--- src/rtl/riscv_pkg.sv ---
// Shared RISC-V decode definitions: immediate-format enum and the base opcodes
// the immediate decoder recognises.
package riscv_pkg;

   typedef enum logic [2:0] {
      IMM_NONE  = 3'd0,
      IMM_I     = 3'd1,
      IMM_S     = 3'd2,
      IMM_B     = 3'd3,
      IMM_U     = 3'd4,
      IMM_J     = 3'd5,
      IMM_SHAMT = 3'd6
   } imm_type_e;

   localparam logic [6:0] OPC_LOAD     = 7'b0000011;
   localparam logic [6:0] OPC_MISC_MEM = 7'b0001111;
   localparam logic [6:0] OPC_OP_IMM   = 7'b0010011;
   localparam logic [6:0] OPC_AUIPC    = 7'b0010111;
   localparam logic [6:0] OPC_STORE    = 7'b0100011;
   localparam logic [6:0] OPC_OP       = 7'b0110011;
   localparam logic [6:0] OPC_LUI      = 7'b0110111;
   localparam logic [6:0] OPC_OP_32    = 7'b0111011;
   localparam logic [6:0] OPC_BRANCH   = 7'b1100011;
   localparam logic [6:0] OPC_JALR     = 7'b1100111;
   localparam logic [6:0] OPC_JAL      = 7'b1101111;
   localparam logic [6:0] OPC_SYSTEM   = 7'b1110011;

   localparam logic [2:0] F3_SLL = 3'b001;
   localparam logic [2:0] F3_SRX = 3'b101;

endpackage

--- src/rtl/imm_decode.sv ---
// Combinational immediate extraction: unified sign-extended immediate, its
// format, the pc-relative target for branches/jumps/auipc, and an illegal flag.
module imm_decode
   import riscv_pkg::*;
#(
   parameter int XLEN       = 32,
   parameter bit SHAMT_ZEXT = 1'b1
) (
   input  logic [31:0]     instr,
   input  logic [XLEN-1:0] pc,
   output logic [XLEN-1:0] imm,
   output imm_type_e       imm_type,
   output logic [XLEN-1:0] target,
   output logic            illegal
);

   logic [6:0]  opcode;
   logic [2:0]  funct3;
   logic [31:0] imm32;
   logic        use_target;

   assign opcode = instr[6:0];
   assign funct3 = instr[14:12];

   always_comb begin
      imm32      = 32'd0;
      imm_type   = IMM_NONE;
      illegal    = 1'b0;
      use_target = 1'b0;
      if (instr[1:0] != 2'b11) begin
         illegal = 1'b1;
      end else begin
         case (opcode)
            OPC_OP_IMM: begin
               if (SHAMT_ZEXT && (funct3 == F3_SLL || funct3 == F3_SRX)) begin
                  imm_type = IMM_SHAMT;
               end else begin
                  imm_type = IMM_I;
                  imm32    = {{20{instr[31]}}, instr[31:20]};
               end
            end
            OPC_LOAD, OPC_JALR: begin
               imm_type = IMM_I;
               imm32    = {{20{instr[31]}}, instr[31:20]};
            end
            OPC_STORE: begin
               imm_type = IMM_S;
               imm32    = {{20{instr[31]}}, instr[31:25], instr[11:7]};
            end
            OPC_BRANCH: begin
               imm_type   = IMM_B;
               use_target = 1'b1;
               imm32      = {{19{instr[31]}}, instr[31], instr[7], instr[30:25], instr[11:8], 1'b0};
            end
            OPC_LUI: begin
               imm_type = IMM_U;
               imm32    = {instr[31:12], 12'd0};
            end
            OPC_AUIPC: begin
               imm_type   = IMM_U;
               use_target = 1'b1;
               imm32      = {instr[31:12], 12'd0};
            end
            OPC_JAL: begin
               imm_type   = IMM_J;
               use_target = 1'b1;
               imm32      = {{11{instr[31]}}, instr[31], instr[19:12], instr[20], instr[30:21], 1'b0};
            end
            OPC_OP, OPC_OP_32, OPC_MISC_MEM, OPC_SYSTEM: begin
               imm_type = IMM_NONE;
            end
            default: illegal = 1'b1;
         endcase
      end
   end

   // Shift amounts are zero-extended; every other format sign-extends from bit 31.
   always_comb begin
      if (imm_type == IMM_SHAMT) begin
         imm = (XLEN == 64) ? XLEN'(instr[25:20]) : XLEN'(instr[24:20]);
      end else begin
         imm = XLEN'($signed(imm32));
      end
      target = use_target ? (pc + imm) : '0;
   end

endmodule

--- src/rtl/imm_decode_stage.sv ---
// Pipeline stage: decodes immediates at the input and buffers up to two
// entries (output register plus skid register) with a registered in_ready.
module imm_decode_stage
   import riscv_pkg::*;
#(
   parameter int XLEN       = 32,
   parameter bit SHAMT_ZEXT = 1'b1
) (
   input  logic            clk,
   input  logic            rst,
   input  logic            flush,
   input  logic            in_valid,
   output logic            in_ready,
   input  logic [31:0]     in_instr,
   input  logic [XLEN-1:0] in_pc,
   output logic            out_valid,
   input  logic            out_ready,
   output logic [31:0]     out_instr,
   output logic [XLEN-1:0] out_imm,
   output imm_type_e       out_imm_type,
   output logic [XLEN-1:0] out_target,
   output logic            out_illegal
);

   logic [XLEN-1:0] dec_imm;
   imm_type_e       dec_type;
   logic [XLEN-1:0] dec_target;
   logic            dec_illegal;

   imm_decode #(
      .XLEN       (XLEN),
      .SHAMT_ZEXT (SHAMT_ZEXT)
   ) u_dec (
      .instr    (in_instr),
      .pc       (in_pc),
      .imm      (dec_imm),
      .imm_type (dec_type),
      .target   (dec_target),
      .illegal  (dec_illegal)
   );

   logic            in_ready_q, in_ready_d;
   logic            out_valid_q, out_valid_d;
   logic [31:0]     out_instr_q, out_instr_d;
   logic [XLEN-1:0] out_imm_q, out_imm_d;
   imm_type_e       out_type_q, out_type_d;
   logic [XLEN-1:0] out_target_q, out_target_d;
   logic            out_illegal_q, out_illegal_d;
   logic            skid_valid_q, skid_valid_d;
   logic [31:0]     skid_instr_q, skid_instr_d;
   logic [XLEN-1:0] skid_imm_q, skid_imm_d;
   imm_type_e       skid_type_q, skid_type_d;
   logic [XLEN-1:0] skid_target_q, skid_target_d;
   logic            skid_illegal_q, skid_illegal_d;

   logic in_xfer;
   logic out_free;

   assign in_xfer  = in_valid & in_ready_q;
   assign out_free = ~out_valid_q | out_ready;

   always_comb begin
      out_valid_d    = out_valid_q;
      out_instr_d    = out_instr_q;
      out_imm_d      = out_imm_q;
      out_type_d     = out_type_q;
      out_target_d   = out_target_q;
      out_illegal_d  = out_illegal_q;
      skid_valid_d   = skid_valid_q;
      skid_instr_d   = skid_instr_q;
      skid_imm_d     = skid_imm_q;
      skid_type_d    = skid_type_q;
      skid_target_d  = skid_target_q;
      skid_illegal_d = skid_illegal_q;

      if (flush) begin
         out_valid_d  = 1'b0;
         skid_valid_d = 1'b0;
      end else if (out_free) begin
         // Skid holds the older entry, so it moves forward before new input.
         if (skid_valid_q) begin
            out_valid_d   = 1'b1;
            out_instr_d   = skid_instr_q;
            out_imm_d     = skid_imm_q;
            out_type_d    = skid_type_q;
            out_target_d  = skid_target_q;
            out_illegal_d = skid_illegal_q;
            skid_valid_d  = 1'b0;
         end else begin
            out_valid_d = in_xfer;
            if (in_xfer) begin
               out_instr_d   = in_instr;
               out_imm_d     = dec_imm;
               out_type_d    = dec_type;
               out_target_d  = dec_target;
               out_illegal_d = dec_illegal;
            end
         end
      end else if (in_xfer) begin
         skid_valid_d   = 1'b1;
         skid_instr_d   = in_instr;
         skid_imm_d     = dec_imm;
         skid_type_d    = dec_type;
         skid_target_d  = dec_target;
         skid_illegal_d = dec_illegal;
      end

      in_ready_d = ~skid_valid_d;
   end

   always_ff @(posedge clk) begin
      if (rst) begin
         in_ready_q     <= 1'b0;
         out_valid_q    <= 1'b0;
         out_instr_q    <= '0;
         out_imm_q      <= '0;
         out_type_q     <= IMM_NONE;
         out_target_q   <= '0;
         out_illegal_q  <= 1'b0;
         skid_valid_q   <= 1'b0;
         skid_instr_q   <= '0;
         skid_imm_q     <= '0;
         skid_type_q    <= IMM_NONE;
         skid_target_q  <= '0;
         skid_illegal_q <= 1'b0;
      end else begin
         in_ready_q     <= in_ready_d;
         out_valid_q    <= out_valid_d;
         out_instr_q    <= out_instr_d;
         out_imm_q      <= out_imm_d;
         out_type_q     <= out_type_d;
         out_target_q   <= out_target_d;
         out_illegal_q  <= out_illegal_d;
         skid_valid_q   <= skid_valid_d;
         skid_instr_q   <= skid_instr_d;
         skid_imm_q     <= skid_imm_d;
         skid_type_q    <= skid_type_d;
         skid_target_q  <= skid_target_d;
         skid_illegal_q <= skid_illegal_d;
      end
   end

   assign in_ready     = in_ready_q;
   assign out_valid    = out_valid_q;
   assign out_instr    = out_instr_q;
   assign out_imm      = out_imm_q;
   assign out_imm_type = out_type_q;
   assign out_target   = out_target_q;
   assign out_illegal  = out_illegal_q;

endmodule

--- config.mk ---
export PLATFORM = sky130hd
export DESIGN_NAME = imm_decode_stage
export DESIGN_NICKNAME = d
export VERILOG_FILES = /design/src/rtl/riscv_pkg.sv /design/src/rtl/imm_decode.sv /design/src/rtl/imm_decode_stage.sv
export SDC_FILE = /design/constraint.sdc
export NUM_CORES = 1
export LEC_CHECK = 0
export ABC_AREA = 1
export ABC_CLOCK_PERIOD_IN_PS = 3900
export CORE_MARGIN = 5
export CORE_UTILIZATION = 64
export DETAILED_ROUTE_END_ITERATION = 12
export DONT_BUFFER_PORTS = 1
export MAX_ROUTING_LAYER = met4
export PLACE_DENSITY = 0.8
export SLEW_MARGIN = 25
export SYNTH_ARGS = -nofsm -noshare
export SYNTH_HDL_FRONTEND = slang
export SYNTH_SLANG_ARGS = --single-unit
--- constraint.sdc ---
create_clock -name clk -period 3.9 [get_ports clk]
set_clock_uncertainty 0.1 [all_clocks]
set_input_delay 0.78 -clock clk [delete_from_list [all_inputs] [get_ports clk]]
set_output_delay 0.78 -clock clk [all_outputs]
set_load 0.005 [all_outputs]
==> results of run 1 <==
-- layout by cell type, fill, tap and decap left out, drive strengths merged, types with 3 or more instances in the layout --
cell | synthesis | routed
a211oi | 6 | 6
nand2 | 355 | 355
dfxtp | 203 | 203
nand3 | 54 | 54
nor3 | 12 | 12
o211ai | 4 | 4
nor2 | 118 | 118
nand4 | 12 | 12
inv | 195 | 195
diode | 0 | 3
a21o | 6 | 6
buf | 14 | 101
ha | 32 | 32
o21bai | 7 | 7
o21ai | 208 | 208
a21oi | 252 | 252
clkbuf | 74 | 31
nand3b | 3 | 3
or2 | 5 | 5
o22ai | 3 | 3
a31oi | 33 | 33
clkinv | 1 | 7
-- power by group through the flow --
stage	logic, W	clock network (W)	registers, W
after global routing	0.000404	0.00219	0.00213
after detailed placement	0.000355	0	0.00218
after global placement	0.000350	0	0.00218
after floorplan	0.000242	0	0.00217
final	0.000365	0.00208	0.00213
after CTS	0.000360	0.00209	0.00213
-- critical path, stage by stage --
cell and delay (ns):
sky130_fd_sc_hd__inv_2 0.08, sky130_fd_sc_hd__nand2_1 0.08, sky130_fd_sc_hd__nor2_2 0.17, sky130_fd_sc_hd__nand3_1 0.17
sky130_fd_sc_hd__nand3_4 0.15, sky130_fd_sc_hd__nor2_1 0.08, sky130_fd_sc_hd__nand2_1 0.08, sky130_fd_sc_hd__buf_4 0.11
sky130_fd_sc_hd__inv_2 0.04, sky130_fd_sc_hd__o22ai_2 0.17, sky130_fd_sc_hd__inv_1 0.12, sky130_fd_sc_hd__fa_1 0.43
sky130_fd_sc_hd__inv_1 0.10, sky130_fd_sc_hd__nand2_1 0.11, sky130_fd_sc_hd__o21ai_4 0.20, sky130_fd_sc_hd__nand2_1 0.07
sky130_fd_sc_hd__nand2_1 0.08, sky130_fd_sc_hd__nand2_1 0.06, sky130_fd_sc_hd__nand2_1 0.14, sky130_fd_sc_hd__nand2_1 0.12
sky130_fd_sc_hd__nand3_1 0.10, sky130_fd_sc_hd__nand3_1 0.17, sky130_fd_sc_hd__nand2_1 0.12, sky130_fd_sc_hd__nand2_1 0.06
sky130_fd_sc_hd__a21oi_1 0.11
-- metal layers --
metal	share of wire	GRT usage	wire length [um]	up-vias
li1	-	-	-	5371
met1	0.40	0.418	13600	5029
met2	0.48	0.576	16100	436
met3	0.081	0.0724	2740	84
met4	0.035	0.117	1180	0
met5	0	-	0	-
-- cell type report --
cell class                      instances  area [sq um]  share of cell area
Clock inverter                          8          71.3             0.00589
Timing Repair Buffer                  101           783              0.0647
Clock buffer                           31           656              0.0541
Tap cell                              220           275              0.0227
Sequential cell                       203          4070               0.336
Multi-Input combinational cell       1118          5520               0.455
Inverter                              196           737              0.0608
Antenna cell                            3          7.51            0.000620
-- through the flow --
| stage | cells | power (W) | TNS (ns) | instance area (sq um) |
|---|---|---|---|---|
| finish | 1880 | 0.00458 | 0 | 12100 |
| global route | 1880 | 0.00472 | 0 | 12100 |
| CTS | 1877 | 0.00458 | 0 | 12100 |
| floorplan | 1605 | 0.00241 | 0 | 10600 |
| global placement | 1838 | 0.00253 | -0.386 | 11400 |
| detailed placement | 1838 | 0.00253 | -1.37 | 11400 |
-- registers in the layout, summed over array words and instances (netlist names), 3 cells and up --
signal         flops
skid_imm_q        32
skid_instr_q      32
skid_target_q     32
out_instr         32
skid_type_q        3
out_imm           32
out_target        32
out_imm_type       3
-- logic make-up (layout without fill, tap and decap cells) --
| group | after synthesis | count (layout) | synth area share |
|---|---|---|---|
| compound gates | 522 | 522 | 0.260 |
| xor+xnor | 2 | 2 | 0.00165 |
| fa+ha+maj | 33 | 33 | 0.0395 |
| buf+inv | 284 | 336 | 0.102 |
| flops | 203 | 203 | 0.382 |
| other cells | 0 | 3 | 0 |
| simple gates | 561 | 561 | 0.216 |
-- how the worst max path moves through the flow --
stage               cells after the start  slack [ns]              to   startpoint
floorplan                              20        0.44   out_target[6]  in_instr[3]
global placement                       26       -0.13  out_target[30]  in_instr[6]
detailed placement                     26       -0.20  out_target[30]  in_instr[6]
CTS                                    26        0.27  out_target[30]  in_instr[6]
global route                           25        0.02  out_target[30]  in_instr[6]
finish                                 25        0.32  out_target[30]  in_instr[6]
==> impl.org, run 1 <==
** Outcome
- Status :: finished, final reports clean

** Finish
- Final Core Density :: 0.736
- The layout has between 1,000 and 1,500 filler cells.
- Share of cells above drive strength 1 :: 0.109
- Layout overhead on the synthesized area :: 13.8%
- After the last flow step, the layout net total stands at 1,744.

** Logic synthesis
- In the post-synthesis netlist, the biggest area contributors are sky130_fd_sc_hd__dfxtp_1 (38%), sky130_fd_sc_hd__nand2_1 (12%), sky130_fd_sc_hd__a21oi_1 (12%).
- For this run, the register share of the synthesized area comes to 0.382.
- Total of warnings raised by yosys :: 0
- Post-synthesis area per instance :: 6.63 sq um
- Syn Inst Count :: 1,605
- Netlist area before placement :: 10,600 sq um
- The synthesized design spends more area on one cell type than any other, namely sky130_fd_sc_hd__dfxtp_1.
- Primary FF master, synth :: sky130_fd_sc_hd__dfxtp_1
- For this run, asynchronously set or reset flops after synthesis account for 0.
- The share of synthesized area in the top cell type comes to 0.382.
- Flip-flop and latch count after synthesis :: 203
- Count of flip-flops with a built-in enable after synthesis :: 0
- When the netlist entered floorplanning its net count stood at about 1,700.
- Counting distinct cell types in the post-synthesis netlist gives 40.
- By count the netlist is led by sky130_fd_sc_hd__nand2_1 (351), sky130_fd_sc_hd__a21oi_1 (252), sky130_fd_sc_hd__dfxtp_1 (203), sky130_fd_sc_hd__o21ai_0 (183), sky130_fd_sc_hd__inv_1 (179).
- sky130_fd_sc_hd__nand2_1 is the most common cell in the netlist.

** Min path
- Worst Hold Class :: input pin to register
- The startpoint identified for the worst hold timing path is rst.
- Hold Path Stages :: 1
- The path with the worst hold slack has its endpoint at out_imm[16].

** Setup path
- Startpoint type of the worst setup path :: input pin
- Setup slack of the most critical reg-to-reg path :: between 1.5 and 2 ns
- STA classifies the critical path endpoint as a register.
- Critical Setup Path Class :: input pin to register
- Critical path arrival :: 3.91 ns
- In this run the critical register-to-register path is captured at out_imm[24].
- Critical path peak fanout :: 6
- In this run the critical register-to-register path is launched from in_ready.
- Cells on worst reg2reg path :: 9
- Data required time at the worst endpoint :: 4.23 ns

** STA
- Setup repair after global routing missed its margin :: false
- Subtracting the final worst setup slack from the clock period gives 3.58 ns.
- In the finished design, the share of the clock period the worst path needs comes to 0.918.
- Worst rel slew slack :: 0.311
- The number of hold-slack violations in the final timing report came to 0.
- Total count of max-transition violations in the final report :: 0
- Setup-failing EPs final :: 0
- On the final layout, the worst hold slack is around 0.24 ns.
- Pin slew with the least headroom to its limit :: 1.03 ns
- Post-route setup slack :: approximately 0.32 ns
- For this run, the top clock speed supported by timing is 279 MHz.

** Clock tree
- CTS saw 203 sinks.
- The clock passes through at most 3 buffers.
- Hold-fix buffers at CTS :: 0
- Clock tree from TritonCTS :: done
- Num CTS Buffers :: 22
- Once the clock tree was built, the setup fixing pass inserted 0 buffers.
- The clock reaches the later pin of the worst-skew pair after 0.50 ns.
- After clock tree synthesis, the clock-pin slew on the worst setup and hold paths is 0.06 ns.
- CTS root buf :: sky130_fd_sc_hd__clkbuf_16
- Gates resized during post-CTS repair numbered 0.
- In this run the number of H-tree levels came out at 1.

** Pwr
- Combinational share of power :: 0.080
- Of the total power, the share spent switching nets is 0.239.
- Across the VDD grid, the largest voltage drop is 0.322 mV.
- For this design the static power due to leakage is 5.72 nW.
- The share of total power dissipated in sequential elements is 0.465.
- Power per cell area :: 378 nW/um^2
- The internal power of the cells totals 0.00348 W.
- Switching power summed over all nets :: around 0.0011 W
- Clock network fraction of design power :: 0.455

** Placed design
- Before CTS, the worst setup slack after placement is -0.197 ns.
- The count of buffers added on input and output ports is 0.
- RD Place Congestion :: roughly 0.99
- Placed wire-length estimate after detailed placement :: 24,300 um

** Detailed routing
- The detail route stage leaves a number of antenna-violating nets equal to 0.
- Dividing the detail-routed wire length by the instance count gives 17.9 um.
- The first routing iteration left ~930 violations.
- Dividing the detail-routed via count by the number of cells gives between 5 and 6.
- For this block, the routed nets add up to 33,700 um of wire.
- Remaining design rule violation count :: 0
- Before antenna repair, the detailed router went through 6 iterations.
- The routed layout has 10,900 vias.

** Die
- The die is 139 um tall.
- The die covers 19,300 sq um.
- The die is roughly 140 um wide.
- Total number of placement rows :: 47
- Number of ports placed on the die boundary :: 171
- Area inside the core boundary :: 16,500 sq um
- For this configuration, the core starts out at a cell density of 0.646.

** GRT
- Across every metal layer, demand over resource in global routing totals 0.346.
- Via count of the first global-routing pass :: 10,400
- Antenna violations before repair :: 3
- Global-route wire length before repair :: 53,700 um
- Grt total ovfl :: 0
- Maximum number of pins on one net before global-route repair :: 102

** Flow run
- Max-capacitance violation count :: 0
(Power assumes the default switching activity.)
==> run 2, diff against run 1 <==
CORE_MARGIN = 3   (was 5)
==> run 2 against run 1 <==
  * Cell area fell by 0.71%
  * Global-route usage rose by 2.6 points
  * Worst setup slack improved by 0.11 ns
  * Core utilization rose by 1.3 points
  * Register-to-register slack improved by 0.02 ns
  * Maximum frequency rose by 3.1%
  * Clock-buffer cell count fell by 2
  * Critical path type unchanged
  * Largest cell class unchanged
==> impl.org, run 2 (synthesized netlist as in run 1, its figures left out) <==
** Clock tree
- The later-pin clock latency in the skew report came to 0.51 ns (about the same).
- The number of buffers inserted during clock tree synthesis came to 22 (unchanged).
- Clock-pin slew of the registers on the worst-case setup and hold paths :: 0.06 ns (about the same)
- The total setup buffers inserted after CTS came to 0 (unchanged).
- Number of buffers on the longest clock path :: 3 (unchanged)
- Total number of clock tree sinks :: 203 (unchanged)
- Gates resized, CTS repair :: 0 (unchanged)
- H-tree depth reported by CTS :: 1 (unchanged)
- TritonCTS built the clock tree.
- The cell sitting at the root of the clock tree is a sky130_fd_sc_hd__clkbuf_16.
- Hold-fix buffers at CTS :: 0 (unchanged)

** Finish
- The number of nets in the layout is 1,742 (-0.11%).
- Share of cells above drive strength 1 :: 0.106 (-0.00283)
- Final design area excluding fillers :: 12,000 sq um (-0.71%)
- Leaving out fill and tap cells, the most frequent cell in the layout is sky130_fd_sc_hd__nand2_1.
- Final Core Density :: 0.749 (+0.0133)
- Most frequent cells in the layout :: sky130_fd_sc_hd__nand2_1 (351), sky130_fd_sc_hd__a21oi_1 (252), sky130_fd_sc_hd__dfxtp_1 (202)
- Count of filler cells inserted in the layout :: 1,302 (-2.9%)
- From synthesis to final layout, the design area changed by 13.0%.

** GRT
- The largest net degree at the start of global routing came to 102 (unchanged).
- The global router's overall resource usage came to 0.371 (+0.0259).
- Global-route wire length before repair :: 53,200 um (-1.0%)
- The final global-route overflow total came to 0 (unchanged).
- The number of global-route vias before repair was 10,300 (-0.69%).
- The number of antenna violations at the first check in global routing is 2 (-1).

** Die
- The core footprint was 16,100 sq um (-2.5%).
- Overall die area :: 18,200 sq um (-5.7%)
- The count of pins on the block boundary was 171 (unchanged).
- The initial standard-cell utilization of the core was 0.663 (+0.0164).
- Floorplan die width :: 135 um (-2.9%)
- Die Y-Extent :: 135 um (-2.9%)
- Total number of placement rows :: 46 (-2.1%)

** Pwr
- The leakage dissipation was 5.68 nW (-0.70%).
- The sum of internal, switching and leakage power came to 0.00444 W (-3.0%).
- Worst voltage drop across the vdd grid :: 0.387 mV (+20%)
- The ratio of total power to cell area is 369 nW/um^2 (-2.3%).

** Min path
- Worst Hold Class :: input pin to register
- Hold Path Origin :: rst
- Capture endpoint of the worst hold path :: out_imm[12]
- The count of cells along the worst hold path came to 1 (unchanged).

** STA
- The worst-case headroom to the max-slew limit was 0.303 (-0.00724).
- The worst-margin pin slew was 1.04 ns (+0.0109 ns).
- Endpoints failing hold :: 0 (unchanged)
- The final critical path time including I/O delays and setup came to 3.47 ns (-0.107 ns).
- The final worst slack was 0.426 ns (+0.107 ns).
- The final hold slack was 0.234 ns (-0.0107 ns).
- The final-report max-slew violation count was 0 (unchanged).
- Setup-failing EPs final :: 0 (unchanged)
- Setup repair after global routing left no endpoint under its margin.
- Share of the clock period used by the worst path after layout :: 0.891 (-0.0275)
- The highest clock rate is 288 MHz (+3.1%).

** Setup path
- Cells on worst reg2reg path :: 9 (unchanged)
- In this run the critical register-to-register path is launched from in_ready.
- Traced cell by cell, the critical path runs through inv_1 -> nor2_1 -> inv_1 -> nand3_1 -> nand3_4 -> buf_4 -> o21ai_4 -> inv_2 -> a21oi_1 -> inv_2 -> ha_1 -> inv_1 -> o21bai_1 -> a21oi_1 -> nand2_1 -> a21oi_1 -> nand2_1 -> nand2_1 -> nand3_1 -> nand2_1 -> nand2_1 -> a21oi_1.
- The critical path required time was 4.23 ns (about the same).
- The maximum fanout encountered on the critical timing path came to 7 (+1).
- Startpoint type of the worst setup path :: input pin
- The worst setup slack for register-to-register paths is 1.58 ns (+0.02 ns).
- By instance count, the cell type seen most on the critical path is sky130_fd_sc_hd__nand2_1.
- Critical path arrival :: 3.80 ns (-0.11 ns)
- Critical Setup Path Class :: input pin to register
- The worst setup path is captured at a register.
- The slowest stage of the critical path is the sky130_fd_sc_hd__ha_1 cell.
- The maximum cell stage delay along the critical path is 0.36 ns (-0.07 ns).
- Critical R2R Capture :: out_imm[7]

** Placed design
- The post-detailed-placement cell area was 11,300 sq um (-0.15%).
- The placer congestion estimate is 1.04 (+5.7%).
- Post-Place Worst Slack :: -0.0263 ns (+0.170 ns)
- # port buffers :: 0 (unchanged)
- The detailed placer's ending HPWL is 24,000 um (-1.3%).

** Detailed routing
- Via total after detailed routing :: 11,000 (+0.71%)
- The count of routing violations after the opening detailed-route iteration was 1,042 (+12%).
- Routed length per placed instance :: 18.1 um (+0.94%)
- The post-route DRC violation count came to 0 (unchanged).
- Post-DR vias/cell :: 5.87 (+1.1%)
- The remaining antenna violation count after routing came to 0 (unchanged).
- Total Wirelength :: 33,800 um (+0.51%)
- The number of detailed-route iterations in the first pass was 5 (-1).

** Outcome
- Status :: finished, final reports clean

** Flow run
- Max-capacitance violation count :: 0 (unchanged)
[run 2: worst max path at each step]
stage / endpoint / cells past startpoint / slack (ns) / from
2_1_floorplan: out_target[6] / 20 / 0.44 / in_instr[3]
3_3_place_gp: out_target[25] / 22 / -0.03 / in_instr[12]
3_5_place_dp: out_target[30] / 22 / -0.03 / in_instr[12]
4_1_cts: out_target[30] / 22 / 0.44 / in_instr[12]
5_1_grt: out_target[6] / 23 / 0.09 / in_instr[6]
6_report: out_target[30] / 22 / 0.43 / in_instr[12]
[run 2: critical path: cells and delay by family]
family,cells,cell delay (ns)
buffers and inverters,6,0.61
AOI/OAI and AO/OA,6,1.14
adders and majority gates,1,0.36
and+or+nand+nor,9,0.91
[run 2: layout make-up]
type                            instances  area [sq um]  share of cell area
Antenna cell                            2          5.00            0.000416
Clock buffer                           29           607              0.0505
Clock inverter                          9          63.8             0.00531
Inverter                              196           737              0.0613
Multi-Input combinational cell       1118          5510               0.458
Sequential cell                       203          4070               0.338
Tap cell                              216           270              0.0225
Timing Repair Buffer                   99           768              0.0639
[run 2: where the power goes]
part | switching, W | internal, W | leakage (nW)
Clock | 0.000844 | 0.00110 | 0.337
Sequential | 0.0000244 | 0.00211 | 1.64
Combinational | 0.000231 | 0.000132 | 3.70
[run 2: per-stage QoR]
step,setup TNS (ns),std cells
after floorplan,0,1605
after global placement,-0.0337,1832
after detailed placement,-0.0594,1832
after CTS,0,1870
after global routing,0,1872
final,0,1872
[run 2: metal layers]
layer / track usage / routed length (um) / up-vias
li1: - / - / 5360
met1: 0.445 / 13300 / 5030
met2: 0.614 / 16000 / 512
met3: 0.0868 / 3160 / 95
met4: 0.136 / 1430 / 0
met5: - / 0 / -
